===== config.mk =====
export PLATFORM = sky130hd
export DESIGN_NAME = fifo_rd_drain
export DESIGN_NICKNAME = d
export VERILOG_FILES = /design/src/rtl/fifo_pkg.sv /design/src/rtl/drain_skid_buf.sv /design/src/rtl/fifo_rd_drain.sv
export SDC_FILE = /design/constraint.sdc
export NUM_CORES = 1
export LEC_CHECK = 0
export BUFFER_PORTS_ARGS = -buffer_cell sky130_fd_sc_hd__buf_2
export CAP_MARGIN = 40
export CORE_AREA = 2 2 165 167
export DETAILED_ROUTE_END_ITERATION = 10
export DIE_AREA = 0 0 167 169
export GPL_ROUTABILITY_DRIVEN = 0
export PLACE_DENSITY = 0.73
export SYNTH_ARGS = -nofsm -noshare
export SYNTH_HDL_FRONTEND = slang
export SYNTH_SLANG_ARGS = --single-unit

===== constraint.sdc =====
create_clock -name clk -period 10.3 [get_ports clk]
set_clock_uncertainty 0.05 [all_clocks]
set_input_delay 1.545 -clock clk [delete_from_list [all_inputs] [get_ports clk]]
set_output_delay 1.545 -clock clk [all_outputs]
set_load 0.02 [all_outputs]

===== src/rtl/fifo_pkg.sv =====
// fifo_pkg: shared types for the FIFO read-drain slice.
// Default data width, drain FSM states and the FIFO word type.
package fifo_pkg;

  localparam int DATA_W = 128;

  typedef enum logic [1:0] {
    OFF  = 2'd0,
    RUN  = 2'd1,
    STOP = 2'd2
  } drain_state_e;

  typedef logic [DATA_W-1:0] fifo_word_t;

endpackage


===== src/rtl/drain_skid_buf.sv =====
// drain_skid_buf: DEPTH-entry circular buffer absorbing FIFO read latency.
// Ports: clk, rst, push/wdata (tail write), pop (head advance), rdata (head), occ.
module drain_skid_buf #(
  parameter  int DATA_W = 128,
  parameter  int DEPTH  = 2,
  localparam int PW     = (DEPTH > 1) ? $clog2(DEPTH) : 1,
  localparam int OW     = $clog2(DEPTH + 1)
) (
  input  logic              clk,
  input  logic              rst,
  input  logic              push,
  input  logic              pop,
  input  logic [DATA_W-1:0] wdata,
  output logic [DATA_W-1:0] rdata,
  output logic [OW-1:0]     occ
);

  logic [DATA_W-1:0] mem [DEPTH];
  logic [PW-1:0]     head;
  logic [PW-1:0]     tail;

  function automatic logic [PW-1:0] nxt(input logic [PW-1:0] p);
    return (p == PW'(DEPTH - 1)) ? '0 : p + PW'(1);
  endfunction

  assign rdata = mem[head];

  always_ff @(posedge clk or posedge rst) begin
    if (rst) begin
      head <= '0;
      tail <= '0;
      occ  <= '0;
      for (int i = 0; i < DEPTH; i++) mem[i] <= '0;
    end else begin
      if (push) begin
        mem[tail] <= wdata;
        tail      <= nxt(tail);
      end
      if (pop) head <= nxt(head);
      unique case ({push, pop})
        2'b10:   occ <= occ + OW'(1);
        2'b01:   occ <= occ - OW'(1);
        default: occ <= occ;
      endcase
    end
  end

  a_no_overflow: assert property (
    @(posedge clk) disable iff (rst) !(push && occ == OW'(DEPTH)));

  a_no_underflow: assert property (
    @(posedge clk) disable iff (rst) !(pop && occ == '0));

endmodule


===== src/rtl/fifo_rd_drain.sv =====
// fifo_rd_drain: read-side master draining a FIFO into a valid/ready stream.
// Ports: FIFO side (o_empty, o_alm_empty, o_rddata, i_rden), stream (m_*), enable, idle, beat_cnt.
module fifo_rd_drain
  import fifo_pkg::*;
#(
  parameter int DATA_W = fifo_pkg::DATA_W,
  parameter int RD_LAT = 1,
  parameter int CNT_W  = 32
) (
  input  logic              clk,
  input  logic              rst,
  input  logic              enable,
  input  logic              o_empty,
  input  logic              o_alm_empty,
  input  logic [DATA_W-1:0] o_rddata,
  output logic              i_rden,
  output logic              m_valid,
  input  logic              m_ready,
  output logic [DATA_W-1:0] m_data,
  output logic              idle,
  output logic [CNT_W-1:0]  beat_cnt
);

  localparam int BUF_D = RD_LAT + 1;
  localparam int OW    = $clog2(BUF_D + 1);
  localparam int SW    = OW + 2;

  drain_state_e      state;
  drain_state_e      state_nxt;
  logic [RD_LAT-1:0] pipe;
  logic [OW-1:0]     occ;
  logic [SW-1:0]     used;
  logic [SW-1:0]     room;
  logic              tap;
  logic              rden_q;
  logic              fire;
  logic              has_credit;

  assign tap     = pipe[RD_LAT-1];
  assign rden_q  = pipe[0];
  assign m_valid = occ != '0;
  assign fire    = m_valid && m_ready;
  assign idle    = state == OFF;

  // A word leaving this cycle frees its slot before a new read can
  // land, so RD_LAT+1 entries still sustain one word per cycle.
  assign used       = SW'(occ) + SW'($countones(pipe));
  assign room       = SW'(BUF_D) + SW'(fire);
  assign has_credit = used < room;

  // With one word left the flags may be a cycle stale: space reads out.
  assign i_rden = (state == RUN) && !o_empty && has_credit
                  && !(o_alm_empty && rden_q);

  always_comb begin
    state_nxt = state;
    unique case (state)
      OFF:     if (enable) state_nxt = RUN;
      RUN:     if (!enable) state_nxt = STOP;
      STOP: begin
        if (enable)          state_nxt = RUN;
        else if (used == '0) state_nxt = OFF;
      end
      default: state_nxt = OFF;
    endcase
  end

  always_ff @(posedge clk or posedge rst) begin
    if (rst) begin
      state    <= OFF;
      pipe     <= '0;
      beat_cnt <= '0;
    end else begin
      state <= state_nxt;
      pipe  <= RD_LAT'({pipe, i_rden});
      if (fire) beat_cnt <= beat_cnt + CNT_W'(1);
    end
  end

  drain_skid_buf #(
    .DATA_W (DATA_W),
    .DEPTH  (BUF_D)
  ) u_buf (
    .clk   (clk),
    .rst   (rst),
    .push  (tap),
    .pop   (fire),
    .wdata (o_rddata),
    .rdata (m_data),
    .occ   (occ)
  );

  a_no_empty_read: assert property (
    @(posedge clk) disable iff (rst) !(i_rden && o_empty));

endmodule


* After elaboration in Yosys (flattened, before gate mapping) *
Cells that the tools add are included.

operators by class
  $add $sub $neg = 7
  muxes and demuxes = 14
  reduce and logical (&&, ||, !) cells = 13
  bitwise operators = 2
  magnitude comparators = 4
  equality and inequality tests = 7

operators with widths
  cell                   count
  $mux 128               4
  $bwmux 256             1
  $demux 128 s1          1
  $add 32x1->32 const B  1
  $mux 2                 4
  $logic_and 1x1->1      6
  $pmux 2 s3             1
  $eq 2x1->1 const B     2
  $eq 2x2->1 const B     2
  $ge 2x2->1 const B     2
  $logic_not 4->1        1
  $ne 2x2->1 const B     2
  $not 1->2              2
  $pmux 2 s2             1
  $reduce_bool 2->1      2
  $add 2x1->3            1
  $add 2x1->3 const A    1
  $lt 3x3->1             1
  $ne 3x3->1 const B     1
  $reduce_and 3->1       1
  $add 1x1->1 const B    2
  $add 2x1->2 const B    1
  $logic_not 1->1        2
  $logic_not 2->1        1
  other kinds (3)        4

word-level totals
  register bits after elaboration = 295
  logic and storage cells = 55
  input bits = 134
  output and inout port bits = 163

* Depth between registers and ports, before layout *
Gate-level depths: netlist of run 1.

  depth after elaboration = 6
  depth in mapped cells = 7
  mapped depth without buffers = 7

* Hierarchy *
A second synthesis of run 1 with hierarchy kept.

second synthesis, totals
  cells, all modules = 848
  area, all modules = 14,032.2 µm²

by module, submodules not included
  module          area each (µm²)  cells an instance  times used
  drain_skid_buf  12,326.8         697                1
  fifo_rd_drain   1,705.4          151                1

* Least setup slack after synthesis of run 1 *
No wires, ideal clock.

  path type = input to output
  start = input o_alm_empty
  end = output i_rden
  buffers on the path = 0
  stages on the path = 2
  slack = 6.554 ns
  arrival = 2.151 ns
  cell sequence = a2111oi_0 and2_1

on the way
  longest elaborated chain between the ends = 3

RTL lines
  element            line                 RTL
  from (decl)        fifo_rd_drain.sv:14  input logic o_alm_empty,
  $logic_and 1x1->1  fifo_rd_drain.sv:53  && !(o_alm_empty && rden_q);
  $logic_not 1->1    fifo_rd_drain.sv:53
  $logic_and 1x1->1  fifo_rd_drain.sv:53
  to (decl)          fifo_rd_drain.sv:16  output logic i_rden,

Every way passes these cells.

* Worst setup path in the final report of run 1 *
  start = register u_buf.head
  end = output m_data[37]

on the way
  longest elaborated chain between the ends = 4

RTL lines
  element                                       line                  RTL
  from (decl)                                   drain_skid_buf.sv:19  logic [PW-1:0] head;
  from (signal assigned)                        drain_skid_buf.sv:39  if (pop) head <= nxt(head);
  $not 1->2 (implied by the code)               drain_skid_buf.sv:26  assign rdata = mem[head];
  $mux 128 (implied by the code) (3 in series)  drain_skid_buf.sv:26
  to (decl)                                     fifo_rd_drain.sv:19   output logic [DATA_W-1:0] m_data,

Every way passes these cells. The select of a mux whose other input is x is not followed.

==> run_results.csv, run 1 <==
group,metric,value,unit
outcome,status,"finished, final reports clean",
final_layout,fin_nets,1284,
power_and_ir_drop,leakagePower,7.25,nW
synthesis,synth-xor-area-share,2.48,%
clocking,clockBufferDepth,3,
final_layout,area_delta_synth_final,23.9,%
sta,setup_viol,0,
synthesis,synthMostInstantiatedCell,"mux2_2",
sta,rsz0062_at_grt,"false",
final_layout,multi_input_area,5150,um2
synthesis,synth_edf_count,0,
clocking,insertion_delay,0.49,ns
power_and_ir_drop,total_power,0.00545,W
clocking,tritoncts,"yes",
routing,drtIter0Drc,332,
sta,relSlewSlack,39.6,%
clocking,clk_pin_slew,0.06,ns
run,maxCapViolCount,0,
global_routing,grt.total_usage,19.8,%
power_and_ir_drop,clkPwrFrac,21.6,%
routing,drtPass1Iterations,4,
clocking,root_buffer,"clkbuf_16",
synthesis,ys.flop_type,"dfrtp_1",
synthesis,synth_cell_types,31,
global_routing,antenna_found_initial,7,
setup_path,slowest_stage,"buf_4",
floorplan,fp-row-count,60,
clocking,h-tree-depth,2,
power_and_ir_drop,swShare,34.9,%
sta,slew_viol_final,0,
floorplan,core,26500,um2
clocking,numCtsBuffers,34,
clocking,clock-sinks,295,
synthesis,synthAdderAreaFrac,0.393,%
floorplan,io_pins,297,
synthesis,syn_inst,846,
clocking,postCtsSetupBuffers,0,
synthesis,yosys-top-cells-count,"mux2_2 (384), dfrtp_1 (295), clkbuf_1 (36)",
final_layout,drive_above_1_share,64.8,%
hold_path,hp-class,"reg2reg",
synthesis,synth_area_leaders,"dfrtp_1 (58%), mux2_2 (34%), xnor2_1 (1.5%)",
clocking,cts_hold_buf,0,
routing,drtAntennaViolNets,0,
sta,period_minus_slack,4.22,ns
global_routing,gr-total-overflow,0,
routing,drcViolationCount,0,
final_layout,n_fill_cell,2168,
setup_path,critical_path.max_fanout,69,
power_and_ir_drop,power_switching,0.00190,W
synthesis,synth_top_area_share,58.0,%
global_routing,grt_max_degree,104,
routing,routed_wl,28100,um
synthesis,ys_async_sr_fraction,100,%
clocking,cts_resized,0,
synthesis,synth_top_family_by_area,"multiplexers",
synthesis,yosysWarnings,0,
synthesis,synth-compound-area-share,0.334,%
floorplan,die-width,167,um
global_routing,grt_pass1_wl,44900,um
synthesis,syn_area_per_cell,15.0,um2
sta,max_slew.worst_pin.slew,0.907,ns
sta,period_share,40.9,%
setup_path,cp.required,8.71,ns
power_and_ir_drop,power_frac_seq,37.2,%
placed_design,port_buffers,296,
floorplan,dieArea,28200,um2
synthesis,synth-simple-area-share,3.13,%
setup_path,end_kind,"primary output",
setup_path,start_kind,"register",
placed_design,place_hpwl,19100,um
final_layout,regArea,7390,um2
setup_path,path_cells,"buf_4, mux2_2, buf_2",
synthesis,ys_seq_area_share,58.0,%
routing,wl_per_cell,18.6,um
floorplan,initial_utilization,48.0,%
routing,via_per_inst,5.18,
sta,fmax,0.237,GHz
power_and_ir_drop,pwr-share-comb,41.2,%
setup_path,critPathKind,"reg2out",
floorplan,die_h,169,um
sta,tns,0,ns
setup_path,worstPathArrival,2.62,ns
synthesis,yosysTopAreaCell,"dfrtp_1",
power_and_ir_drop,max-vdd-ir-drop,234,uV
sta,hold_violations,0,
global_routing,first_global_vias,8360,
routing,vias,7838,
synthesis,synth.area.mux_share,34.0,%
synthesis,ys_ff_latch,295,
power_and_ir_drop,powerDensity,346,nW/um2
setup_path,slowest_delay,0.75,ns
synthesis,syn_nets,984,
synthesis,syn-cell-area,12700,um2
power_and_ir_drop,intPower,0.00355,W
## worst paths after layout
| check | cells past startpoint | startpoint | endpoint | slack (ns) |
|---|---|---|---|---|
| max in group asynchronous | 4 | rst | u_buf.head | 7.44 |
| min in group asynchronous | 2 | rst | u_buf.mem[187] | 0.99 |
| hold reg to reg | 1 | beat_cnt[31] | beat_cnt[31] | 0.43 |
| hold / removal | 1 | beat_cnt[31] | beat_cnt[31] | 0.43 |
| setup / recovery | 3 | u_buf.head | m_data[37] | 6.08 |
| setup reg to reg | 3 | pipe | u_buf.mem[104] | 8.06 |
## flip-flops by register name (all words and copies together) (netlist names)
signal      cells
state           2
u_buf.head      1
beat_cnt       32
u_buf.tail      1
u_buf.occ       2
u_buf.mem     256
pipe            1
## placed cells by master (no fill, tap or decap), types with 3 or more instances in the layout
cell type	n
clkbuf_8	4
and3_1	3
xnor2_1	22
nor3_2	7
ha_1	4
buf_16	3
nand3_1	9
clkinv_2	4
nand4_1	12
buf_2	297
xor2_1	14
clkbuf_16	35
or2_2	3
inv_1	8
dfrtp_1	294
diode_2	4
clkbuf_1	9
mux2_2	384
buf_4	6
nor2_1	7
bufinv_16	3
nand2_1	14
## worst max-delay path: cells and delay by family (launching register included)
kind | cells | cell delay [ns]
muxes | 1 | 0.43
buffers and inverters | 2 | 0.91
DFF | 1 | 0.71
## power groups by stage
stage / Sequential, W / Combinational (W) / Clock, W
2_1_floorplan: 0.00191 / 0.00170 / 0
3_3_place_gp: 0.00205 / 0.00218 / 0
3_5_place_dp: 0.00204 / 0.00227 / 0
4_1_cts: 0.00203 / 0.00228 / 0.00121
5_1_grt: 0.00209 / 0.00241 / 0.00126
6_report: 0.00203 / 0.00225 / 0.00118
## per-stage QoR
step	utilization [%]	area, um2	worst slack [ns]	instances	hold slack, ns
floorplan	-	12700	0.558	846	0.404
global placement	54.8	14500	6.24	1445	0.412
detailed placement	55.3	14700	6.38	1451	0.416
CTS	59.4	15800	6.03	1508	0.429
global route	59.5	15800	5.94	1511	0.457
finish	59.5	15800	6.08	1512	0.431
## kinds of logic after synthesis
logic type	Yosys count
flops	295
simple gates	68
xor+xnor	36
mux	384
buf+inv	53
compound gates	6
fa+ha+maj	4
## metal layers
layer | up-vias | track usage (%) | share of wire (%)
met2 | 210 | 32.0 | 48
met4 | 6 | 6.56 | 2.7
met1 | 3928 | 25.6 | 42
met5 | - | 0 | 0.12
met3 | 57 | 6.10 | 6.5
li1 | 3637 | - | -
## final cells by class
cell class | count | area share [%]
Multi-Input combinational cell | 498 | 32.7
Clock buffer | 48 | 6.12
Clock inverter | 9 | 0.810
Antenna cell | 4 | 0.0635
Tap cell | 341 | 2.71
Timing Repair Buffer | 308 | 10.5
Inverter | 9 | 0.262
Sequential cell | 295 | 46.9
Note: power is estimated with default switching activity, not from simulation.
==> run 2: changes to the inputs <==
- CORE_AREA: 2 2 165 167 -> 2 2 163 165
- DIE_AREA: 0 0 167 169 -> 0 0 165 167
- PLACE_DENSITY: 0.73 -> 0.71
- clock period: 10.3 -> 3.9 ns (I/O delays scaled with it)
==> run_results.csv, run 2 (synthesis results as in run 1) <==
group,metric,value,unit
placed_design,port_buffers,296,
power_and_ir_drop,clkPwrFrac,22.3,%
power_and_ir_drop,swShare,34.4,%
clocking,numCtsBuffers,34,
global_routing,antenna_found_initial,9,
clocking,cts_hold_buf,0,
power_and_ir_drop,pwr-share-comb,41.4,%
setup_path,rrSetupSlack,1.84,ns
clocking,root_buffer,"clkbuf_16",
floorplan,fp-row-count,59,
global_routing,grt_pass1_wl,43200,um
routing,drtIter0Drc,321,
global_routing,grt.met2_usage,30.7,%
final_layout,fin_nets,1287,
setup_path,critPathKind,"reg2out",
final_layout,final_common_cell,"mux2_2",
final_layout,drive_above_1_share,65.0,%
setup_path,rr_startpoint,"pipe",
final_layout,largest_register,"u_buf.mem",
final_layout,layout_common_cells,"mux2_2 (384), buf_2 (297), dfrtp_1 (294)",
final_layout,area_delta_synth_final,24.9,%
power_and_ir_drop,power_switching,0.00500,W
setup_path,rr_endpoint,"u_buf.mem[84]",
global_routing,use_met1,25.3,%
clocking,insertion_delay,0.49,ns
global_routing,grt_util_met3,6.18,%
placed_design,place_hpwl,18200,um
routing,vias,7881,
setup_path,critical_path.max_fanout,63,
final_layout,reg.largest.list,"u_buf.mem x256, beat_cnt x32",
sta,tns,0,ns
sta,setup_viol,0,
global_routing,grt_max_degree,157,
floorplan,dieArea,27600,um2
run,maxCapViolCount,0,
sta,period_minus_slack,2.90,ns
power_and_ir_drop,max-vdd-ir-drop,520,uV
clocking,h-tree-depth,2,
floorplan,core,25800,um2
setup_path,worstPathArrival,2.27,ns
clocking,postCtsSetupBuffers,0,
sta,worst_hold_slack,0.0889,ns
power_and_ir_drop,power_frac_seq,36.3,%
sta,fmax,0.344,GHz
floorplan,initial_utilization,49.4,%
floorplan,die_h,167,um
sta,hold_violations,0,
floorplan,io_pins,297,
sta,max_slew.worst_pin.slew,0.883,ns
power_and_ir_drop,powerDensity,914,nW/um2
sta,rsz0062_at_grt,"false",
global_routing,first_global_vias,8239,
global_routing,grt.total_usage,19.6,%
clocking,clk_pin_slew,0.06,ns
power_and_ir_drop,leakagePower,7.31,nW
routing,via_per_inst,5.20,
routing,routed_wl,27100,um
setup_path,cp.required,3.26,ns
clocking,cts_resized,0,
power_and_ir_drop,intPower,0.00952,W
routing,wl_per_cell,17.9,um
clocking,tritoncts,"yes",
global_routing,grt.busiest_layer,"met2",
floorplan,die-width,165,um
outcome,status,"finished, final reports clean",
routing,drtPass1Iterations,4,
setup_path,end_kind,"primary output",
setup_path,r2r_cells,3,
routing,drtAntennaViolNets,0,
sta,relSlewSlack,41.2,%
sta,slew_viol_final,0,
global_routing,gr-total-overflow,0,
sta,period_share,74.5,%
final_layout,largest_reg_flops,256,
routing,drcViolationCount,0,
hold_path,hp-class,"in2async",
clocking,clock-sinks,295,
clocking,clockBufferDepth,3,
setup_path,start_kind,"register",
run 2: changes by cell type in the layout (fill, tap and decap cells not counted), sizes merged:
cell / previous run / this run
buf: 308 / 311
inv: 11 / 9
diode: 4 / 8
clkbuf: 48 / 52
clkinvlp: 0 / 1
run 2: worst max-delay path, cell delays in order, from the launching register on:
cell	delay (ns)
dfrtp_4	0.77
buf_12	0.39
mux2_2	0.40
buf_2	0.17
run 2: area by class of cell:
type	instances	area, um2
flip-flops and latches	295	7390
clock buffers	52	1040
inverters	9	37.5
diodes	8	20.0
fillers	2044	9870
well taps	335	419
clock inverters	8	119
repair buffers	311	1710
multi-input cells	498	5150
run 2: power by group through the flow:
stage	clock, W	sequential (W)	combinational, W
after floorplan	0	0.00503	0.00449
after global placement	0	0.00524	0.00597
after detailed placement	0	0.00532	0.00607
after CTS	0.00334	0.00527	0.00610
after global routing	0.00346	0.00546	0.00644
final	0.00324	0.00527	0.00601
run 2: metrics by stage:
step	total power, W	utilization, %	worst slack (ns)	std cells	cell area (um2)
2_1_floorplan	0.00952	-	-0.652	846	12700
3_3_place_gp	0.0112	56.7	1.48	1444	14600
3_5_place_dp	0.0114	57.1	1.46	1448	14700
4_1_cts	0.0147	61.6	0.923	1508	15900
5_1_grt	0.0154	61.6	0.898	1513	15900
6_report	0.0145	61.7	0.996	1516	15900
run 2: worst max path at each step:
stage | startpoint | cells after the start | end
after floorplan | rst | 1 | beat_cnt[0]
after CTS | u_buf.head | 3 | m_data[127]
final | u_buf.head | 3 | m_data[122]
after global routing | u_buf.head | 3 | m_data[127]
after global placement | u_buf.head | 3 | m_data[127]
after detailed placement | u_buf.head | 3 | m_data[127]
run 2: metal layers:
metal  share of wire (%)  up-vias
met5                0.15        -
met4                 2.5        6
met3                 7.8       54
met2                  48      220
met1                  42     3949
li1                    -     3652
==> run 3: changes to the inputs <==
- CORE_AREA: 2 2 163 165 -> 2 2 165 167
- DIE_AREA: 0 0 165 167 -> 0 0 167 169
- PLACE_DENSITY: 0.71 -> 0.73
- clock period: 3.9 -> 2.5 ns (I/O delays scaled with it)
==> run_results.csv, run 3 (synthesis results as in run 1) <==
group,metric,value,unit
global_routing,grt_max_degree,117,
setup_path,end_kind,"primary output",
sta,slew_viol_final,0,
power_and_ir_drop,powerDensity,1430,nW/um2
power_and_ir_drop,max-vdd-ir-drop,940,uV
floorplan,io_pins,297,
power_and_ir_drop,power_switching,0.00778,W
routing,drcViolationCount,0,
floorplan,fp-row-count,60,
placed_design,port_buffers,296,
routing,routed_wl,27200,um
hold_path,hp-class,"in2async",
placed_design,dp_slack,0.508,ns
setup_path,critPathKind,"reg2out",
final_layout,layout_common_cells,"mux2_2 (384), buf_2 (296), dfrtp_1 (293)",
sta,rsz0062_at_grt,"false",
power_and_ir_drop,intPower,0.0150,W
final_layout,drive_above_1_share,65.3,%
final_layout,fin_nets,1292,
setup_path,r2r_cells,4,
final_layout,reg.largest.list,"u_buf.mem x256, beat_cnt x32",
setup_path,path_delay_family,"flip-flops",
floorplan,dieArea,28200,um2
final_layout,final_common_cell,"mux2_2",
clocking,postCtsSetupBuffers,0,
final_layout,largest_reg_flops,256,
final_layout,regArea,7390,um2
power_and_ir_drop,swShare,34.1,%
global_routing,antenna_found_initial,4,
routing,drtPass1Iterations,6,
power_and_ir_drop,power_frac_seq,35.8,%
clocking,insertion_delay,0.50,ns
setup_path,worstPathArrival,1.99,ns
run,maxCapViolCount,0,
final_layout,n_fill_cell,2101,
routing,via_per_inst,5.17,
floorplan,die-width,167,um
setup_path,rrSetupSlack,0.52,ns
power_and_ir_drop,pwr-share-comb,41.7,%
routing,drtAntennaViolNets,0,
placed_design,place_inst,1458,
floorplan,core,26500,um2
floorplan,initial_utilization,48.0,%
global_routing,first_global_vias,8546,
sta,relSlewSlack,59.3,%
sta,setup_slack,0.0873,ns
routing,vias,7860,
global_routing,grt.total_usage,19.0,%
final_layout,area_delta_synth_final,25.2,%
setup_path,start_kind,"register",
floorplan,die_h,169,um
setup_path,crit_buf_inv,2,
outcome,status,"finished, final reports clean",
setup_path,cp.required,2.08,ns
setup_path,critical_path.max_fanout,21,
clocking,clockBufferDepth,3,
setup_path,slowest_delay,0.66,ns
power_and_ir_drop,leakagePower,7.34,nW
sta,fmax,0.414,GHz
sta,tns,0,ns
clocking,tritoncts,"yes",
final_layout,largest_register,"u_buf.mem",
global_routing,gr-total-overflow,0,
routing,wl_per_cell,17.9,um
clocking,clock-sinks,295,
setup_path,slowest_stage,"dfrtp_4",
setup_path,rr_startpoint,"beat_cnt[3]",
placed_design,place_hpwl,18700,um
sta,period_share,96.5,%
final_layout,final_cells,1521,
power_and_ir_drop,clkPwrFrac,22.4,%
clocking,root_buffer,"clkbuf_16",
routing,drtIter0Drc,344,
sta,period_minus_slack,2.41,ns
setup_path,path_cells,"buf_4, mux2_2, buf_2",
sta,max_slew.worst_pin.slew,0.611,ns
clocking,h-tree-depth,2,
global_routing,grt_pass1_wl,43700,um
sta,hold_violations,0,
final_layout,multi_input_area,5150,um2
clocking,numCtsBuffers,34,
clocking,clk_pin_slew,0.06,ns
setup_path,rr_endpoint,"beat_cnt[24]",
sta,setup_viol,0,
-- run 3: cell types whose count changed in the layout (fill, tap and decap cells not counted), moves of 3 or more --
cell | previous run | this run
buf_4 | 6 | 11
buf_12 | 5 | 8
buf_16 | 3 | 0
clkbuf_1 | 9 | 6
diode_2 | 8 | 5
-- run 3: final cells by class --
cell class / instances / area share (%)
inverters: 9 / 0.236
clock inverters: 7 / 0.848
flip-flops and latches: 295 / 46.4
well taps: 341 / 2.68
clock buffers: 50 / 6.56
multi-input cells: 498 / 32.3
repair buffers: 316 / 10.9
diodes: 5 / 0.0785
-- run 3: worst reg2reg max path: stages (launching register included) --
cell and delay, ns:
dfrtp_1 0.44, nand4_1 0.20, or4_4 0.70, nor4_1 0.33
xor2_1 0.19
-- run 3: worst max path at each step --
stage	end	slack, ns	startpoint	cells past startpoint
final	m_data[124]	0.09	u_buf.head	3
after global routing	m_data[112]	0.01	u_buf.head	3
after global placement	beat_cnt[24]	0.57	m_ready	5
after CTS	m_data[124]	0.05	u_buf.head	3
after detailed placement	beat_cnt[24]	0.51	m_ready	5
after floorplan	beat_cnt[0]	-1.84	rst	1
-- run 3: layer usage --
| layer | wire length (um) | global-route usage [%] | up-vias |
|---|---|---|---|
| met4 | 715 | 6.93 | 0 |
| met3 | 1990 | 5.68 | 48 |
| li1 | - | - | 3644 |
| met2 | 13000 | 31.5 | 219 |
| met1 | 11500 | 23.7 | 3949 |
| met5 | 0 | 0 | - |
-- run 3: timing repair --
action / CTS / global route
resized for setup: 0 / 2
endpoints found under the hold margin: 1 / 0
endpoints found under the setup margin: 0 / 1
hold buffers: 1 / 0
-- run 3: metrics by stage --
| step | total power (W) | instance area, um2 | util (%) | hold WS, ns |
|---|---|---|---|---|
| 5_1_grt | 0.0241 | 15900 | 60.1 | 0.0417 |
| 2_1_floorplan | 0.0149 | 12700 | - | 0.388 |
| 4_1_cts | 0.0231 | 15900 | 60.1 | 0.00881 |
| 3_5_place_dp | 0.0178 | 14700 | 55.6 | 0.423 |
| 6_report | 0.0228 | 15900 | 60.1 | 0.0205 |
| 3_3_place_gp | 0.0175 | 14700 | 55.6 | 0.413 |
-- run 3: power groups by stage --
stage | registers [W] | clock network, W | logic [W]
global route | 0.00844 | 0.00547 | 0.0102
finish | 0.00817 | 0.00512 | 0.00950
CTS | 0.00816 | 0.00528 | 0.00965
global placement | 0.00810 | 0 | 0.00944
floorplan | 0.00785 | 0 | 0.00700
detailed placement | 0.00823 | 0 | 0.00959
